File: src/rtl/progmem_pkg.sv
// Shared definitions for the program-memory arbiter: default geometry,
// FSM state encoding and the master index type.
package progmem_pkg;

  localparam int          DEF_MEM_SIZE_BITS = 10;
  localparam logic [31:0] DEF_MEM_ADDR_MASK = 32'h0010_0000;

  typedef enum logic [1:0] {
    IDLE,
    ISSUE,
    RESP
  } state_e;

  typedef logic master_idx_t;

  localparam master_idx_t M0 = 1'b0;  // PicoRV32
  localparam master_idx_t M1 = 1'b1;  // QSPI boot loader

endpackage

File: src/rtl/rr_arb2.sv
// Combinational two-way round-robin pick: a lone requester wins, a tie goes
// to whichever master was not granted last.
module rr_arb2
  import progmem_pkg::*;
(
  input  logic [1:0]  i_req,
  input  master_idx_t i_last_grant,
  output logic        o_valid,
  output master_idx_t o_grant
);

  always_comb begin
    // NOTE: every output gets a default before the case so no latch is inferred.
    o_valid = |i_req;
    o_grant = M0;
    case (i_req)
      2'b01:   o_grant = M0;
      2'b10:   o_grant = M1;
      2'b11:   o_grant = (i_last_grant == M0) ? M1 : M0;
      default: o_grant = M0;
    endcase
  end

endmodule

File: src/rtl/progmem_arbiter.sv
// Two-master round-robin arbiter in front of the single-port program SRAM.
// One access per three cycles: IDLE (grant) -> ISSUE (SRAM samples) -> RESP (ready).
module progmem_arbiter
  import progmem_pkg::*;
#(
  parameter int          MEM_SIZE_BITS = DEF_MEM_SIZE_BITS,
  parameter logic [31:0] MEM_ADDR_MASK = DEF_MEM_ADDR_MASK
) (
  input  logic                     clk,
  input  logic                     rstn,
  input  logic                     m0_valid,
  output logic                     m0_ready,
  input  logic [31:0]              m0_addr,
  input  logic [31:0]              m0_wdata,
  input  logic [3:0]               m0_wstrb,
  output logic [31:0]              m0_rdata,
  input  logic                     m1_valid,
  output logic                     m1_ready,
  input  logic [31:0]              m1_addr,
  input  logic [31:0]              m1_wdata,
  input  logic [3:0]               m1_wstrb,
  output logic [31:0]              m1_rdata,
  output logic                     mem_en,
  output logic [3:0]               mem_we,
  output logic [MEM_SIZE_BITS-1:0] mem_addr,
  output logic [31:0]              mem_wdata,
  input  logic [31:0]              mem_rdata
);

  logic [1:0]  w_req;
  logic        w_pick_valid;
  master_idx_t w_pick;
  logic [31:0] w_sel_addr;
  logic [31:0] w_sel_wdata;
  logic [3:0]  w_sel_wstrb;

  state_e                   r_state;
  master_idx_t              r_grant;
  master_idx_t              r_last_grant;
  logic                     r_m0_ready;
  logic                     r_m1_ready;
  logic                     r_mem_en;
  logic [3:0]               r_mem_we;
  logic [MEM_SIZE_BITS-1:0] r_mem_addr;
  logic [31:0]              r_mem_wdata;

  // Out-of-window requests belong to another slave and are ignored entirely.
  assign w_req[0] = m0_valid && ((m0_addr & MEM_ADDR_MASK) != '0);
  assign w_req[1] = m1_valid && ((m1_addr & MEM_ADDR_MASK) != '0);

  rr_arb2 u_arb (
    .i_req        (w_req),
    .i_last_grant (r_last_grant),
    .o_valid      (w_pick_valid),
    .o_grant      (w_pick)
  );

  always_comb begin
    w_sel_addr  = m0_addr;
    w_sel_wdata = m0_wdata;
    w_sel_wstrb = m0_wstrb;
    if (w_pick == M1) begin
      w_sel_addr  = m1_addr;
      w_sel_wdata = m1_wdata;
      w_sel_wstrb = m1_wstrb;
    end
  end

  always_ff @(posedge clk or negedge rstn) begin
    if (!rstn) begin
      r_state      <= IDLE;
      r_grant      <= M0;
      r_last_grant <= M1;
      r_m0_ready   <= 1'b0;
      r_m1_ready   <= 1'b0;
      r_mem_en     <= 1'b0;
      r_mem_we     <= '0;
      r_mem_addr   <= '0;
      r_mem_wdata  <= '0;
    end else begin
      // NOTE: sequential state uses non-blocking assignments so every register
      // sees pre-edge values regardless of statement order.
      case (r_state)
        IDLE: begin
          if (w_pick_valid) begin
            r_grant      <= w_pick;
            r_last_grant <= w_pick;
            r_mem_en     <= 1'b1;
            r_mem_we     <= w_sel_wstrb;
            r_mem_addr   <= w_sel_addr[MEM_SIZE_BITS+1:2];
            r_mem_wdata  <= w_sel_wdata;
            r_state      <= ISSUE;
          end
        end
        ISSUE: begin
          r_mem_en   <= 1'b0;
          r_mem_we   <= '0;
          r_m0_ready <= (r_grant == M0);
          r_m1_ready <= (r_grant == M1);
          r_state    <= RESP;
        end
        RESP: begin
          // The following IDLE cycle gives the master time to drop valid.
          r_m0_ready <= 1'b0;
          r_m1_ready <= 1'b0;
          r_state    <= IDLE;
        end
        default: r_state <= IDLE;
      endcase
    end
  end

  assign m0_ready  = r_m0_ready;
  assign m1_ready  = r_m1_ready;
  assign mem_en    = r_mem_en;
  assign mem_we    = r_mem_we;
  assign mem_addr  = r_mem_addr;
  assign mem_wdata = r_mem_wdata;
  assign m0_rdata  = (r_grant == M0) ? mem_rdata : '0;
  assign m1_rdata  = (r_grant == M1) ? mem_rdata : '0;

endmodule
File: config.mk
export PLATFORM = sky130hd
export DESIGN_NAME = progmem_arbiter
export DESIGN_NICKNAME = d
export VERILOG_FILES = /design/src/rtl/progmem_pkg.sv /design/src/rtl/rr_arb2.sv /design/src/rtl/progmem_arbiter.sv
export SDC_FILE = /design/constraint.sdc
export NUM_CORES = 1
export LEC_CHECK = 0
export BUFFER_PORTS_ARGS = -buffer_cell sky130_fd_sc_hd__clkbuf_2
export CAP_MARGIN = 0
export CORE_AREA = 3 3 110 112
export DETAILED_ROUTE_END_ITERATION = 16
export DIE_AREA = 0 0 113 115
export PLACE_DENSITY = 0.61
export SYNTH_ARGS = -nofsm -noshare
export SYNTH_HDL_FRONTEND = slang
export SYNTH_SLANG_ARGS = --single-unit
File: constraint.sdc
create_clock -name clk -period 2.05 [get_ports clk]
set_input_delay 0.3075 -clock clk [delete_from_list [all_inputs] [get_ports clk]]
set_output_delay 0.3075 -clock clk [all_outputs]
set_load 0.05 [all_outputs]
==> results by stage, run 1 <==
Logic synthesis:
- The top-area cell type share of the netlist area is 0.413.
- The dominant register cell in the synthesized netlist is sky130_fd_sc_hd__dfrtp_1.
- The mapped cell area is 3150 um^2.
- The top cell type by total area after synthesis is sky130_fd_sc_hd__dfrtp_1.
- The async set-or-reset flop fraction in the synthesized netlist is 1.00.
- The number of storage elements in the synthesis netlist is 53.
- The Yosys step of the flow raised 0 warnings.
- Of the synthesized area, sequential elements account for 0.422.
- In this run, synthesis inferred 0 flip-flops with an integrated enable.
- The synthesized area divided by synthesized cell count is ~8.4 um^2.
- By area the synthesized netlist is led by sky130_fd_sc_hd__dfrtp_1, sky130_fd_sc_hd__a31oi_1, sky130_fd_sc_hd__nor2b_1.
- The number of instances in the synthesized netlist is 375.
- The net count after synthesis is 550.
- In this run, distinct cell masters in the synthesized netlist total 25.
- The most frequently used cell type in the post-synthesis netlist is sky130_fd_sc_hd__dfrtp_1.
- Counting instances in the post-synthesis netlist gives the leading cell types as sky130_fd_sc_hd__dfrtp_1, sky130_fd_sc_hd__nand3_1, sky130_fd_sc_hd__o21ai_0.

STA:
- The timing-limited maximum frequency is 579 MHz.
- Setup slack on the critical path of the routed design comes to 324 ps.
- The clock arrives with just over 10 ps of skew.
- Setup repair after global routing left no endpoint under its margin.
- The relative slew slack is 0.557.
- Setup violations remaining at the end of the flow were counted as 0.
- The actual transition at the worst max-transition pin is between 600 and 700 ps.
- The total count of hold-check failures in the final report is 0.
- The final sum of negative setup slack is 0 ps.
- Dividing the final minimum period by the clock period gives 0.842.
- The final count of pins violating max slew came to 0.
- The worst path in the final design needs a cycle of roughly 1700 ps, including I/O delays and setup.

Placement:
- At the end of routability-driven placement, the weighted congestion stood at 0.839.
- Summing all placed instances gives a cell area of around 4700 um^2.
- Prior to clock tree synthesis, the placed netlist has a worst setup slack of roughly 290 ps.
- The number of I/O port buffers is 242.
- The sum of net half-perimeters after detailed placement is between 9 and 10 mm.

Floorplanning:
- The height of the die is around 120 um.
- The number of top-level pins is 285.
- The overall die area is between 10,000 and 15,000 um^2.
- In this run the core area contains 39 standard-cell rows.
- The horizontal die dimension is 113 um.
- The initial utilization of the core area, before any placement, comes to 0.278.
- After floorplanning, the core was sized to cover around 11,000 um^2.

GRT:
- The first-pass GRT wire length is about 19 mm.
- The number of global-route vias before repair is 3,497.
- Entering global routing, the biggest net connects 65 pins.
- In the global route stage, overall resource usage came out at 0.185.
- The initial antenna violation count is 5.
- After global routing the overflow that remains totals 0.

Layout:
- The finished cells cover slightly below 5000 um^2.
- For this run, the post-layout net count is slightly below 800.
- The core utilization of the finished layout is 0.428.
- Relative to the synthesized area, the layout overhead comes to 53.9%.
- The proportion of layout cells with a drive suffix above 1 is 0.458.

Power:
- The largest voltage drop on the vdd net is around 870 uV.
- Power spread over the standard cell area amounts to about 1800 nW/um^2.
- In this run the static leakage power is around 2.4 nW.
- The completed layout was analyzed and its total power is 8.61 mW.

Setup path:
- The kind of end point of the critical path is a primary output.
- The largest fanout on the critical path is 64.
- The delay of the slowest cell on the worst path is ~430 ps.
- The critical path is of the reg2out type.
- The worst register-to-register path has a setup slack of roughly 400 ps.
- The critical path required time is between 1500 and 2000 ps.
- The slowest stage of the critical path is the sky130_fd_sc_hd__dfrtp_1 cell.
- Traced cell by cell, the critical path runs through buf_12 > and2_1 > clkbuf_2.
- STA classifies the critical path startpoint as a register.
- The arrival time of data at the critical path endpoint is roughly 1400 ps.

CTS:
- The number of clock buffers inserted by TritonCTS is 5.
- Clock latency on the worst-skew pair, taken at its later pin, is 290 ps.
- After clock tree synthesis, the clock-pin slew on the worst setup and hold paths is roughly 70 ps.
- The maximum clock insertion buffer count is 2.
- The H-tree was split into 2 levels.
- The number of hold-repair buffers added at the cts stage is 0.
- The buffer type at the clock tree root is sky130_fd_sc_hd__clkbuf_16.
- Once the clock tree was built, the setup fixing pass inserted 0 buffers.
- The number of gates resized after CTS was 0.
- The clock tree from TritonCTS is yes.
- The number of clock sinks seen by CTS is 53.

Drt:
- The final routed DRC violation total is 0.
- The number of iterations in the first detailed-routing pass is 4.
- For this block, the initial DRC count from the detailed router was between 200 and 250.
- The final layout contains routed wiring with a total length of around 12 mm.
- The count of nets left with antenna violations after detail routing is 0.
- The via count is roughly 3,700.
- Dividing the detail-routed wire length by the instance count gives about 17 um.
- After detailed routing, the number of vias per cell comes to between 5 and 6.

Min path:
- In this run the worst hold path is classified as in2async.

Run status:
- The run finished with clean final reports.

Job:
- The number of violations of the max-capacitance limit is 0.
[registers in the layout, indices dropped and copies added, names as in the netlist]
signal / count
mem_we: 4
r_last_grant: 1
r_state: 2
m1_ready: 1
mem_en: 1
mem_addr: 10
mem_wdata: 32
r_grant: 1
m0_ready: 1
[path summary, 6_finish.rpt]
kind / start / to / cells after the start
max: r_grant$_DFFE_PN0P_ / m1_rdata[23] / 3
min: rstn / mem_wdata[9]$_DFFE_PN0P_ / 1
max reg2reg: r_state[1]$_DFFE_PN0P_ / mem_we[3]$_DFFE_PN0P_ / 5
min reg2reg: mem_en$_DFFE_PN0P_ / mem_en$_DFFE_PN0P_ / 2
max in group asynchronous: rstn / mem_wdata[27]$_DFFE_PN0P_ / 2
min in group clk: m1_wdata[4] / mem_wdata[4]$_DFFE_PN0P_ / 3
[layout make-up]
class / count / area, um^2
clock buffer: 6 / 139
antenna: 1 / 2.50
clock inverter: 2 / 37.5
tap: 143 / 179
inverter: 9 / 33.8
multi-input combinational: 271 / 1600
timing repair buffer: 255 / 1530
sequential: 53 / 1330
fill: 1176 / 6470
[power breakdown]
part           switching [mW]  total [mW]  internal, mW
Clock                   0.381       0.991         0.610
Combinational            4.28        5.76          1.48
Sequential              0.303        1.86          1.56
Total                    4.96        8.61          3.65
[stage by stage]
step,hold WS [ps],std cells
floorplan,11.9,375
global placement,361,731
detailed placement,381,731
CTS,61.1,739
global route,71.6,740
finish,37.8,740
[kinds of logic (layout without fill, tap and decap cells)]
kind of cell / count (synthesis) / in the layout / synth area share
mux: 4 / 4 / 0.0167
flops: 53 / 53 / 0.422
buf+inv: 51 / 272 / 0.0743
other cells: 0 / 1 / 0
fa+ha+maj: 3 / 3 / 0.0119
simple gates: 129 / 129 / 0.237
compound gates: 135 / 135 / 0.238
[layout by cell type (no fill, tap or decap), types with 2 or more instances in the layout]
| master | Yosys | layout |
|---|---|---|
| sky130_fd_sc_hd__a21oi_1 | 42 | 42 |
| sky130_fd_sc_hd__a31oi_1 | 42 | 42 |
| sky130_fd_sc_hd__and2_1 | 34 | 32 |
| sky130_fd_sc_hd__and2_2 | 0 | 2 |
| sky130_fd_sc_hd__buf_12 | 0 | 15 |
| sky130_fd_sc_hd__buf_4 | 0 | 11 |
| sky130_fd_sc_hd__clkbuf_16 | 0 | 5 |
| sky130_fd_sc_hd__clkbuf_2 | 0 | 229 |
| sky130_fd_sc_hd__dfrtp_1 | 52 | 52 |
| sky130_fd_sc_hd__ha_1 | 3 | 2 |
| sky130_fd_sc_hd__inv_1 | 9 | 9 |
| sky130_fd_sc_hd__mux2_2 | 2 | 2 |
| sky130_fd_sc_hd__mux2_4 | 2 | 2 |
| sky130_fd_sc_hd__nand2_1 | 2 | 2 |
| sky130_fd_sc_hd__nand3_1 | 44 | 43 |
| sky130_fd_sc_hd__nand4_1 | 4 | 4 |
| sky130_fd_sc_hd__nand4b_1 | 3 | 3 |
| sky130_fd_sc_hd__nor2_1 | 4 | 4 |
| sky130_fd_sc_hd__nor2b_1 | 36 | 36 |
| sky130_fd_sc_hd__o21ai_0 | 44 | 44 |
| sky130_fd_sc_hd__o221ai_1 | 4 | 4 |
[per-layer routing]
layer	vias up	part of all wire	GRT usage
li1	1776	-	-
met1	1726	0.38	0.217
met2	188	0.50	0.326
met3	14	0.10	0.0679
met4	8	0.010	0.0417
met5	-	0.0039	0
[critical path, delay by kind of cell (launching register included)]
family | cells | cell delay [ps]
buffers and inverters | 2 | 520
DFF | 1 | 430
and+or+nand+nor | 1 | 160
No activity file was read; power rests on OpenSTA's default activity.
==> run 2: changes to the inputs <==
Clock period 2.05 ns to 1.6 ns, I/O delays scaled along.
==> results by stage, run 2 (synthesis gave the netlist of run 1 again) <==
Run status:
- The flow ran to the end, and the final reports show no timing, DRC or antenna violations.

CTS:
- The maximum clock insertion buffer count was 2 (unchanged).
- The clock slew at the register clock pins of the worst setup and hold paths came to 70 ps (about the same).
- The number of buffers inserted to repair setup after CTS was 0 (unchanged).
- The number of clock buffers inserted by TritonCTS was 5 (unchanged).
- The clock tree from TritonCTS is yes.
- The clock latency on the worst-skew pair is 290 ps (about the same).
- The number of clock sinks seen by CTS came to 53 (unchanged).
- The buffer type at the clock tree root is sky130_fd_sc_hd__clkbuf_16.
- The level count of the clock H-tree is 2 (unchanged).

STA:
- The final setup violation count is 0 (unchanged).
- The setup skew after layout is 10.5 ps (+0.151 ps).
- The actual transition at the worst max-transition pin is 546 ps (-117 ps).
- The final sum of negative setup slack is 0 ps (unchanged).
- The worst-case setup margin in the final layout is 43.4 ps (-281 ps).
- The smallest hold slack is 194 ps (+157 ps).
- The timing-limited maximum frequency is 642 MHz.
- The part of the cycle the worst path needs is 0.973.
- The worst path in the final design needs a cycle of between 1500 and 2000 ps, including I/O delays and setup.
- The relative slew slack came to 0.634 (+0.0770).
- Setup repair after global routing could not meet its margin everywhere.
- The final count of pins violating max slew came to 0 (unchanged).
- The total count of hold-check failures in the final report is 0 (unchanged).

Drt:
- The average vias per placed instance is 4.98 (-0.80%).
- The routed wirelength normalized by instance count is 16.9 um (+0.63%).
- The number of design-rule violations left by the first detailed-router iteration is 188 (-6.5%).
- The via count came to 3,717 (+0.13%).
- The detailed-route wire length was 12.6 mm (+1.6%).
- The number of iterations in the first detailed-routing pass is 5 (+1).
- The final routed DRC violation total is 0 (unchanged).
- The count of nets left with antenna violations after detail routing is 0 (unchanged).

Floorplanning:
- The number of top-level pins is 285 (unchanged).
- The height of the die is 115 um (unchanged).
- The horizontal die dimension is 113 um (unchanged).
- The core area is 11,300 um^2 (unchanged).
- The overall die area is 13,000 um^2 (unchanged).
- The initial cell density of the core is 0.278 (unchanged).
- The number of core rows is 39 (unchanged).

Setup path:
- The length in cells of the worst reg-to-reg path is 4 (-1).
- The critical path in this run is classified as reg2out.
- The worst setup path is captured at a primary output.
- The critical path required time is 1360 ps (-380 ps).
- The end of the critical path is m1_rdata[1].
- The largest fanout on the critical path was 63 (-1.6%).
- The worst register-to-register path begins at r_state[0]$_DFFE_PN0P_.
- The reg-to-reg setup timing slack is 160 ps (-240 ps).
- The worst setup path is launched from a register.
- The arrival time of data at the critical path endpoint is 1320 ps (-100 ps).
- In this run the worst setup path begins at r_grant$_DFFE_PN0P_.
- In this run the critical register-to-register path is captured at mem_we[2]$_DFFE_PN0P_.

Power:
- The sequential cell fraction of total power was 0.211 (-0.005).
- The combinational share of power is 0.681 (+0.012).
- The internal power is 4.87 mW (+33%).
- The reported leakage power came to 2.42 nW (+2.8%).
- The clock group share of total power is 0.108 (-0.007).
- The cell area power density came to 2250 nW/um^2 (+27%).
- The switching power share of the total is 0.567 (-0.00876).
- The net switching power figure is 6.39 mW (+29%).
- The post-layout total power is 11.3 mW (+31%).
- The largest voltage drop on the vdd net is 1060 uV (+22%).

GRT:
- The number of global-route vias before repair is 3,668 (+4.9%).
- The first-pass GRT wire length came to 19.1 mm (-0.26%).
- The remaining global-route overflow is 0 (unchanged).
- The initial antenna violation count is 4 (-1).
- The global-route total usage across every layer is 0.183 (-0.00255).
- The largest net degree at the start of global routing was 64 (-1.5%).

Layout:
- The proportion of layout cells with a drive suffix above 1 is 0.461 (+0.00297).
- The library cells used most frequently in the layout, excluding fill and tap cells, are sky130_fd_sc_hd__clkbuf_2, sky130_fd_sc_hd__dfrtp_1, sky130_fd_sc_hd__o21ai_0.
- The count of placed standard cells in the final layout, fillers left out is 747 (+0.95%).
- The library cell used most frequently in the layout, excluding fill and tap cells, is sky130_fd_sc_hd__clkbuf_2.
- The number of fill cells in the layout is 1,137 (-3.3%).
- The count of nets after finishing is 777 (+0.91%).
- The area occupied by registers is 1330 um^2 (unchanged).
- The core utilization of the finished layout is 0.442 (+0.0139).
- The area growth from synthesis to layout is 58.9%.
- The flip-flop count of the largest register after layout is 32 (unchanged).
- The final design instance area without fill was 5000 um^2 (+3.3%).
- The area taken by multi-input logic gates was 1610 um^2 (+0.70%).

Placement:
- The worst setup slack before clock tree synthesis is 32.5 ps (-258 ps).
- The sum of net half-perimeters after detailed placement was 9.89 mm (+1.9%).
- The placement-stage cell area is 4740 um^2 (+1.5%).
- The number of cells after detailed placement is 737 (+0.82%).
- The routability congestion estimate was 0.861 (+2.6%).
- The number of I/O port buffers is 242 (unchanged).

Min path:
- The path category of the worst min-delay check is in2reg.

Job:
- The number of violations of the max-capacitance limit was 0 (unchanged).
run 2: changes by cell type in the layout (fill, tap and decap cells not counted), moves of 2 or more:
| cell | change |
|---|---|
| sky130_fd_sc_hd__buf_4 | +22 |
| sky130_fd_sc_hd__buf_12 | +2 |
| sky130_fd_sc_hd__clkbuf_4 | +11 |
| sky130_fd_sc_hd__buf_2 | +12 |
| sky130_fd_sc_hd__clkbuf_2 | -42 |
run 2: final cells by class:
class                           instances  share of cell area
Timing Repair Buffer                  262               0.337
Clock buffer                            6              0.0258
Inverter                                9             0.00675
Antenna cell                            1            0.000500
Multi-Input combinational cell        271               0.322
Sequential cell                        53               0.265
Clock inverter                          2             0.00700
Tap cell                              143              0.0358
run 2: how the worst min path moves through the flow:
stage	slack, ps	endpoint	depth (start not counted)	from
3_3_place_gp	270	mem_we[0]$_DFFE_PN0P_	2	rstn
5_1_grt	190	mem_wdata[0]$_DFFE_PN0P_	3	m1_wdata[0]
2_1_floorplan	-60	m0_ready$_DFFE_PN0P_	0	rstn
3_5_place_dp	270	mem_wdata[14]$_DFFE_PN0P_	2	rstn
6_report	190	mem_wdata[15]$_DFFE_PN0P_	3	m1_wdata[15]
4_1_cts	190	mem_wdata[0]$_DFFE_PN0P_	3	m1_wdata[0]
run 2: critical path, cell delays in order, from the launching register on:
cell,delay [ps]
sky130_fd_sc_hd__dfrtp_1,400
sky130_fd_sc_hd__buf_12,230
sky130_fd_sc_hd__and2_1,240
sky130_fd_sc_hd__buf_12,160
run 2: layer usage:
metal / part of all wire / routed length, um / up-vias / global-route usage
li1: - / - / 1788 / -
met1: 0.37 / 4680 / 1715 / 0.213
met2: 0.49 / 6230 / 182 / 0.320
met3: 0.11 / 1410 / 24 / 0.0658
met4: 0.019 / 240 / 8 / 0.0481
met5: 0.0036 / 46 / - / 0
run 2: power groups by stage:
stage,Clock (mW),Combinational (mW),Sequential [mW]
floorplan,0,3.36,4.45
global placement,0,7.50,2.38
detailed placement,0,7.57,2.39
CTS,1.27,7.58,2.38
global route,1.30,8.12,2.46
finish,1.22,7.66,2.37
run 2: timing repair:
item	in CTS	in global routing
hold endpoints to repair	52	0
setup endpoints to repair	5	86
hold buffers	1	0
gates cloned	0	0
resized for setup	5	84
